--- config.mk ---
export PLATFORM = sky130hd
export DESIGN_NAME = asym_width_fifo
export DESIGN_NICKNAME = d
export VERILOG_FILES = /design/src/rtl/asym_width_fifo.sv
export SDC_FILE = /design/constraint.sdc
export NUM_CORES = 1
export LEC_CHECK = 0
export ABC_AREA = 1
export CELL_PAD_IN_SITES_DETAIL_PLACEMENT = 1
export CELL_PAD_IN_SITES_GLOBAL_PLACEMENT = 2
export CORE_ASPECT_RATIO = 0.6
export CORE_MARGIN = 2
export CORE_UTILIZATION = 39
export DETAILED_ROUTE_END_ITERATION = 7
export GPL_TIMING_DRIVEN = 0
export MAX_ROUTING_LAYER = met4
export PLACE_DENSITY = 0.74
export SYNTH_ARGS = -nofsm -noshare
export SYNTH_HDL_FRONTEND = slang
export SYNTH_SLANG_ARGS = --single-unit
--- constraint.sdc ---
create_clock -name ap_clk -period 5.6 [get_ports ap_clk]
set_input_delay 1.12 -clock ap_clk [delete_from_list [all_inputs] [get_ports ap_clk]]
set_output_delay 1.12 -clock ap_clk [all_outputs]
set_load 0.03 [all_outputs]
--- src/rtl/asym_width_fifo.sv ---
// asym_width_fifo: single-clock width-converting FIFO, AXI-stream handshakes.
// Define ASYM_FIFO_PAD_EN to add in_last and zero-padding of partial frames.
module asym_width_fifo #(
  parameter int WIDTH_IN  = 8,
  parameter int WIDTH_OUT = 32,
  parameter int DEPTH     = 64,
  parameter     RAM_STYLE = "auto"
) (
  input  logic                     ap_clk,
  input  logic                     ap_rst_n,
  input  logic [WIDTH_IN-1:0]      in_data,
  input  logic                     in_valid,
  output logic                     in_ready,
`ifdef ASYM_FIFO_PAD_EN
  input  logic                     in_last,
`endif
  output logic [WIDTH_OUT-1:0]     out_data,
  output logic                     out_valid,
  input  logic                     out_ready,
  output logic [$clog2(DEPTH):0]   count
);

  localparam int W     = (WIDTH_IN < WIDTH_OUT) ? WIDTH_IN : WIDTH_OUT;
  localparam int R_IN  = WIDTH_IN / W;
  localparam int R_OUT = WIDTH_OUT / W;
  localparam int AW    = $clog2(DEPTH);
  localparam int CW    = AW + 1;

`ifdef ASYM_FIFO_PAD_EN
  localparam bit PAD = (WIDTH_IN < WIDTH_OUT);
  logic last;
  assign last = in_last;
`else
  localparam bit PAD = 1'b0;
  logic last;
  assign last = 1'b0;
`endif

  (* ram_style = RAM_STYLE *)
  logic [W-1:0] mem [DEPTH];

  logic [AW-1:0]        wptr_q, wptr_d;
  logic [AW-1:0]        rptr_q, rptr_d;
  logic [CW-1:0]        cnt_q, cnt_d;
  logic                 pad_q, pad_d;
  logic                 s1_v_q, s1_v_d;
  logic                 s2_v_q, s2_v_d;
  logic [WIDTH_OUT-1:0] s1_q, s2_q;
  logic [WIDTH_OUT-1:0] rd_word;
  logic [AW-1:0]        wptr_nxt;
  logic [1:0]           inflight;
  logic                 wr, room, full_go, pad_go, launch, move, arm;

  assign in_ready = !pad_q && ((CW'(DEPTH) - cnt_q) >= CW'(R_IN));
  assign wr       = in_valid && in_ready;
  assign wptr_nxt = wptr_q + AW'(R_IN);

  // A word leaving stage 2 this cycle frees its credit immediately.
  assign inflight = {1'b0, s1_v_q} + {1'b0, s2_v_q}
                  - {1'b0, s2_v_q && out_ready};
  assign room     = inflight < 2'd2;
  assign full_go  = cnt_q >= CW'(R_OUT);
  assign pad_go   = room && PAD && pad_q && !full_go
                  && (cnt_q != '0);
  assign launch   = room && (full_go || pad_go);
  assign move     = s1_v_q && (!s2_v_q || out_ready);
  assign arm      = PAD && wr && last
                  && ((wptr_nxt & AW'(R_OUT - 1)) != '0);

  always_comb begin
    rd_word = '0;
    for (int j = 0; j < R_OUT; j++) begin
      if (!(pad_go && (CW'(j) >= cnt_q)))
        rd_word[j*W +: W] = mem[rptr_q + AW'(j)];
    end
  end

  always_comb begin
    wptr_d = wr ? wptr_nxt : wptr_q;
    rptr_d = launch ? rptr_q + AW'(R_OUT) : rptr_q;
    cnt_d  = cnt_q;
    if (wr)
      cnt_d = cnt_d + CW'(R_IN);
    if (launch && !pad_go)
      cnt_d = cnt_d - CW'(R_OUT);
    pad_d  = pad_q || arm;
    // Padding realigns both pointers to the next word boundary.
    if (pad_go) begin
      wptr_d = rptr_q + AW'(R_OUT);
      cnt_d  = '0;
      pad_d  = 1'b0;
    end
    s1_v_d = launch || (s1_v_q && !move);
    s2_v_d = move || (s2_v_q && !out_ready);
  end

  always_ff @(posedge ap_clk) begin
    if (wr) begin
      for (int i = 0; i < R_IN; i++)
        mem[wptr_q + AW'(i)] <= in_data[i*W +: W];
    end
  end

  always_ff @(posedge ap_clk or negedge ap_rst_n) begin
    if (!ap_rst_n) begin
      wptr_q <= '0;
      rptr_q <= '0;
      cnt_q  <= '0;
      pad_q  <= 1'b0;
      s1_v_q <= 1'b0;
      s2_v_q <= 1'b0;
      s1_q   <= '0;
      s2_q   <= '0;
    end else begin
      wptr_q <= wptr_d;
      rptr_q <= rptr_d;
      cnt_q  <= cnt_d;
      pad_q  <= pad_d;
      s1_v_q <= s1_v_d;
      s2_v_q <= s2_v_d;
      if (launch)
        s1_q <= rd_word;
      if (move)
        s2_q <= s1_q;
    end
  end

  assign out_data  = s2_q;
  assign out_valid = s2_v_q;
  assign count     = cnt_q;

endmodule

==> flow_summary.json, run 1 <==
{
  "portBuffers": 52,
  "hp-class": "reg -> reg",
  "worst_pin_slew_ns": 1.49,
  "place_hpwl_mm": 59.6,
  "clockRootBuffer": "clkbuf_16",
  "ir_drop_mv": 0.307,
  "holdPathEnd": "out_data[21]",
  "layout_worst_path_cycle_share": 0.674,
  "finalSetupViolCount": 0,
  "hold_buffers": 0,
  "vias_per_cell": 5.94,
  "seq_area_frac_synth": 0.741,
  "grtUsageMet3": 0.112,
  "clkTransAtPathRegs_ns": 0.07,
  "placementRows": 69,
  "synthesis.nets": 1785,
  "r2r_end": "mem[42][4]",
  "initial_core_util": 0.396,
  "status": "complete, but fails checks",
  "grt_pass1_vias": 15800,
  "crit_fanout": 5,
  "yosys_warnings": 0,
  "ant_nets": 0,
  "antenna_found_initial": 7,
  "use_met1": 0.425,
  "grt_pass1_wl_mm": 121,
  "drc": 0,
  "worst-endpoint-arrival_ns": 2.65,
  "syn_avg_cell_area_um2": 13.3,
  "synthSimpleGateAreaFrac": 0.0870,
  "drt_iter0_markers": 2348,
  "period_needed_ns": 3.77,
  "synth_top_family_by_area": "compound AO/OA/AOI/OAI gates",
  "critPathCaptureType": "output pin",
  "dieWidth_um": 321,
  "clock_latency_ns": 0.62,
  "drt_wl_total_mm": 86.4,
  "synthMuxAreaShare": 0.0153,
  "synth_compound_area_frac": 0.116,
  "post-synth-top-area-cell": "edfxtp_1",
  "grt_max_degree": 47,
  "max_cap_viol_count": 1,
  "dieHeight_um": 194,
  "failed_checks": "capacitance limit",
  "hold_depth": 1,
  "synth-xor-area-share": 0.00521,
  "dr_total_vias": 16100,
  "synth_top_area_share": 0.653,
  "cts_sinks": 595,
  "numCtsBuffers": 54,
  "areaGrowthSynthToFinish_pct": 14.5,
  "slew_violations": 0,
  "slew_headroom": 0.00612,
  "clockBufferDepth": 3,
  "gp_congestion": 0.923,
  "r2r_setup_slack_ns": 2.16,
  "cp.required_ns": 4.48,
  "post_cts_buffers": 0,
  "worstReg2RegStart": "count[0]",
  "finalPower_w": 0.0158,
  "rsz0062_at_grt": "no",
  "coreArea_um2": 59400,
  "cts_tree": "built",
  "syn_inst": 1767,
  "synth_area_leaders": "edfxtp_1 65%, dfrtp_1 8.8%, nor2_1 5.8%",
  "overflow": 0,
  "grtUsageTotal": 0.286,
  "start_kind": "flop",
  "hold_path.startpoint": "out_data[21]",
  "ys_types": 38,
  "place_ws_ns": 1.60,
  "layout-drive-gt1-share": 0.101,
  "routedWlPerCell_um": 31.8,
  "grt-busiest-layer": "met1",
  "htreeDepth": 2,
  "pwr_density_cell_nw_per_um2": 585,
  "setup_ws_ns": 1.83,
  "synth_area_um2": 23500,
  "ys_ff_latch": 595,
  "cts_resized": 0,
  "max_freq_mhz": 265,
  "finClkSkew_ns": 0.0172,
  "yosys.area_share.adder": 0.00319,
  "die_area_um2": 62400,
  "final_hold_viol_count": 0,
  "first_pass_iters": 7,
  "finalNetCount": 1906,
  "r2r_cells": 12,
  "use_met2": 0.364,
  "worstSetupPathType": "reg -> out",
  "ioPinCount": 53,
  "p_leak_nw": 8.91
}
[state kept, by name, summed over array words and instances (netlist names)]
register and cells:
count 7, mem 512, out_data 32, out_valid 1
rptr_q 4, s1_q 32, s1_v_q 1, wptr_q 6
[final cells by class]
type	count	area, um2
inverter	50	193
timing repair buffer	65	714
antenna	5	12.5
tap	781	977
fill	6053	32400
clock buffer	75	1490
multi-input combinational	1008	5350
clock inverter	23	191
sequential	595	17500
buffer	114	574
[metrics by stage]
stage,instance area [um2],std cells,utilization,setup TNS (ns),hold slack (ns)
CTS,26900,2710,0.453,0,0.510
global route,27000,2715,0.454,0,0.518
finish,27000,2716,0.454,0,0.503
detailed placement,25200,2612,0.425,0,0.495
floorplan,23500,1767,-,0,0.460
global placement,25000,2600,0.422,-16.31,0.485
[cells in the mapped netlist (all sizes together)]
cell and number:
o221ai 92, o22ai 18, nand3 58, buf 47, mux2 32, nor2 365, o31ai 1, a21o 1
a21oi 36, nand4 12, xnor2 2, nor4 1, edfxtp 512, o21ai 280, nor3 2, clkbuf 67
a31oi 32, xor2 12, clkinv 1, o21bai 1, ha 6, dfrtp 83, nand2 57, inv 49
[cells in the final DEF, fill, tap and decap left out, drive strengths merged]
cell,Yosys,layout
clkinv,1,20
nor3,2,2
xor2,12,12
dfrtp,83,83
clkdlybuf4s50,0,43
o221ai,92,92
edfxtp,512,512
xnor2,2,2
a21o,1,1
nand3,58,58
inv,49,50
nor2,365,365
o21bai,1,1
o31ai,1,1
clkbuf,67,142
nor4,1,1
o22ai,18,18
a21oi,36,36
a31oi,32,32
o21ai,280,280
nand2,57,57
ha,6,6
nand4,12,12
diode,0,5
mux2,32,32
buf,47,69
bufinv,0,3
[layer usage]
layer	vias up	share of wire	wire length, um
li1	6817	-	-
met1	8309	0.45	39200
met2	896	0.39	33700
met3	112	0.14	11800
met4	0	0.020	1710
met5	-	0	0
[cells by family (layout without fill, tap and decap cells)]
family | Yosys count | count (layout)
compound gates | 461 | 461
buf+inv | 164 | 327
simple gates | 495 | 495
xor+xnor | 14 | 14
other cells | 0 | 5
fa+ha+maj | 6 | 6
mux | 32 | 32
flops | 595 | 595
[worst max path at each step]
stage / depth (start not counted) / end / startpoint
2_1_floorplan: 12 / mem[39][0] / count[0]
3_3_place_gp: 1 / s1_q[26] / ap_rst_n
3_5_place_dp: 11 / s1_q[23] / out_ready
4_1_cts: 9 / in_ready / count[0]
5_1_grt: 9 / in_ready / count[0]
6_report: 9 / in_ready / count[0]
[worst max-delay path, cell delays in order, from the launching register on]
cell and delay [ns]:
dfrtp_1 0.43, inv_1 0.14, ha_1 0.34, nor2_1 0.09
nand2_1 0.05, inv_1 0.05, nand2_1 0.08, nor2_1 0.12
nand3_2 0.14, clkdlybuf4s50_1 0.62
[power by group]
group,total [W],switching [W],internal [W]
sequential,0.00568,0.000394,0.00529
combinational,0.00637,0.00470,0.00167
clock,0.00371,0.00171,0.00200
total,0.0158,0.00681,0.00896
Note: power is estimated with default switching activity, not from simulation.
==> run 2: changes to the inputs <==
- clock period: 5.6 -> 3.7 ns (I/O delays scaled with it)
==> results of run 2 <==
Same layout as run 1 (identical final DEF). Status: complete, but fails checks: capacitance limit.
Main changes from that run: setup slack after placement 1.60 ns -> 0.0810 ns; setup slack after layout 1.83 ns -> 0.263 ns; hold slack 0.503 ns -> 0.153 ns; end point of the critical path in_ready -> mem[42][4]; register-to-register setup slack 2.16 ns -> 0.26 ns; total power 0.0158 W -> 0.0239 W; worst IR drop on VDD 0.307 mV -> 0.464 mV
==> run 3: changes to the inputs <==
- SKIP_LAST_GASP: not set -> 1
==> results of run 3 <==
Same layout as run 1 (identical final DEF). Status: complete, but fails checks: capacitance limit.
Main changes from that run: setup slack after placement 1.60 ns -> 0.0810 ns; setup slack after layout 1.83 ns -> 0.263 ns; hold slack 0.503 ns -> 0.153 ns; end point of the critical path in_ready -> mem[42][4]; register-to-register setup slack 2.16 ns -> 0.26 ns; total power 0.0158 W -> 0.0239 W; worst IR drop on VDD 0.307 mV -> 0.464 mV
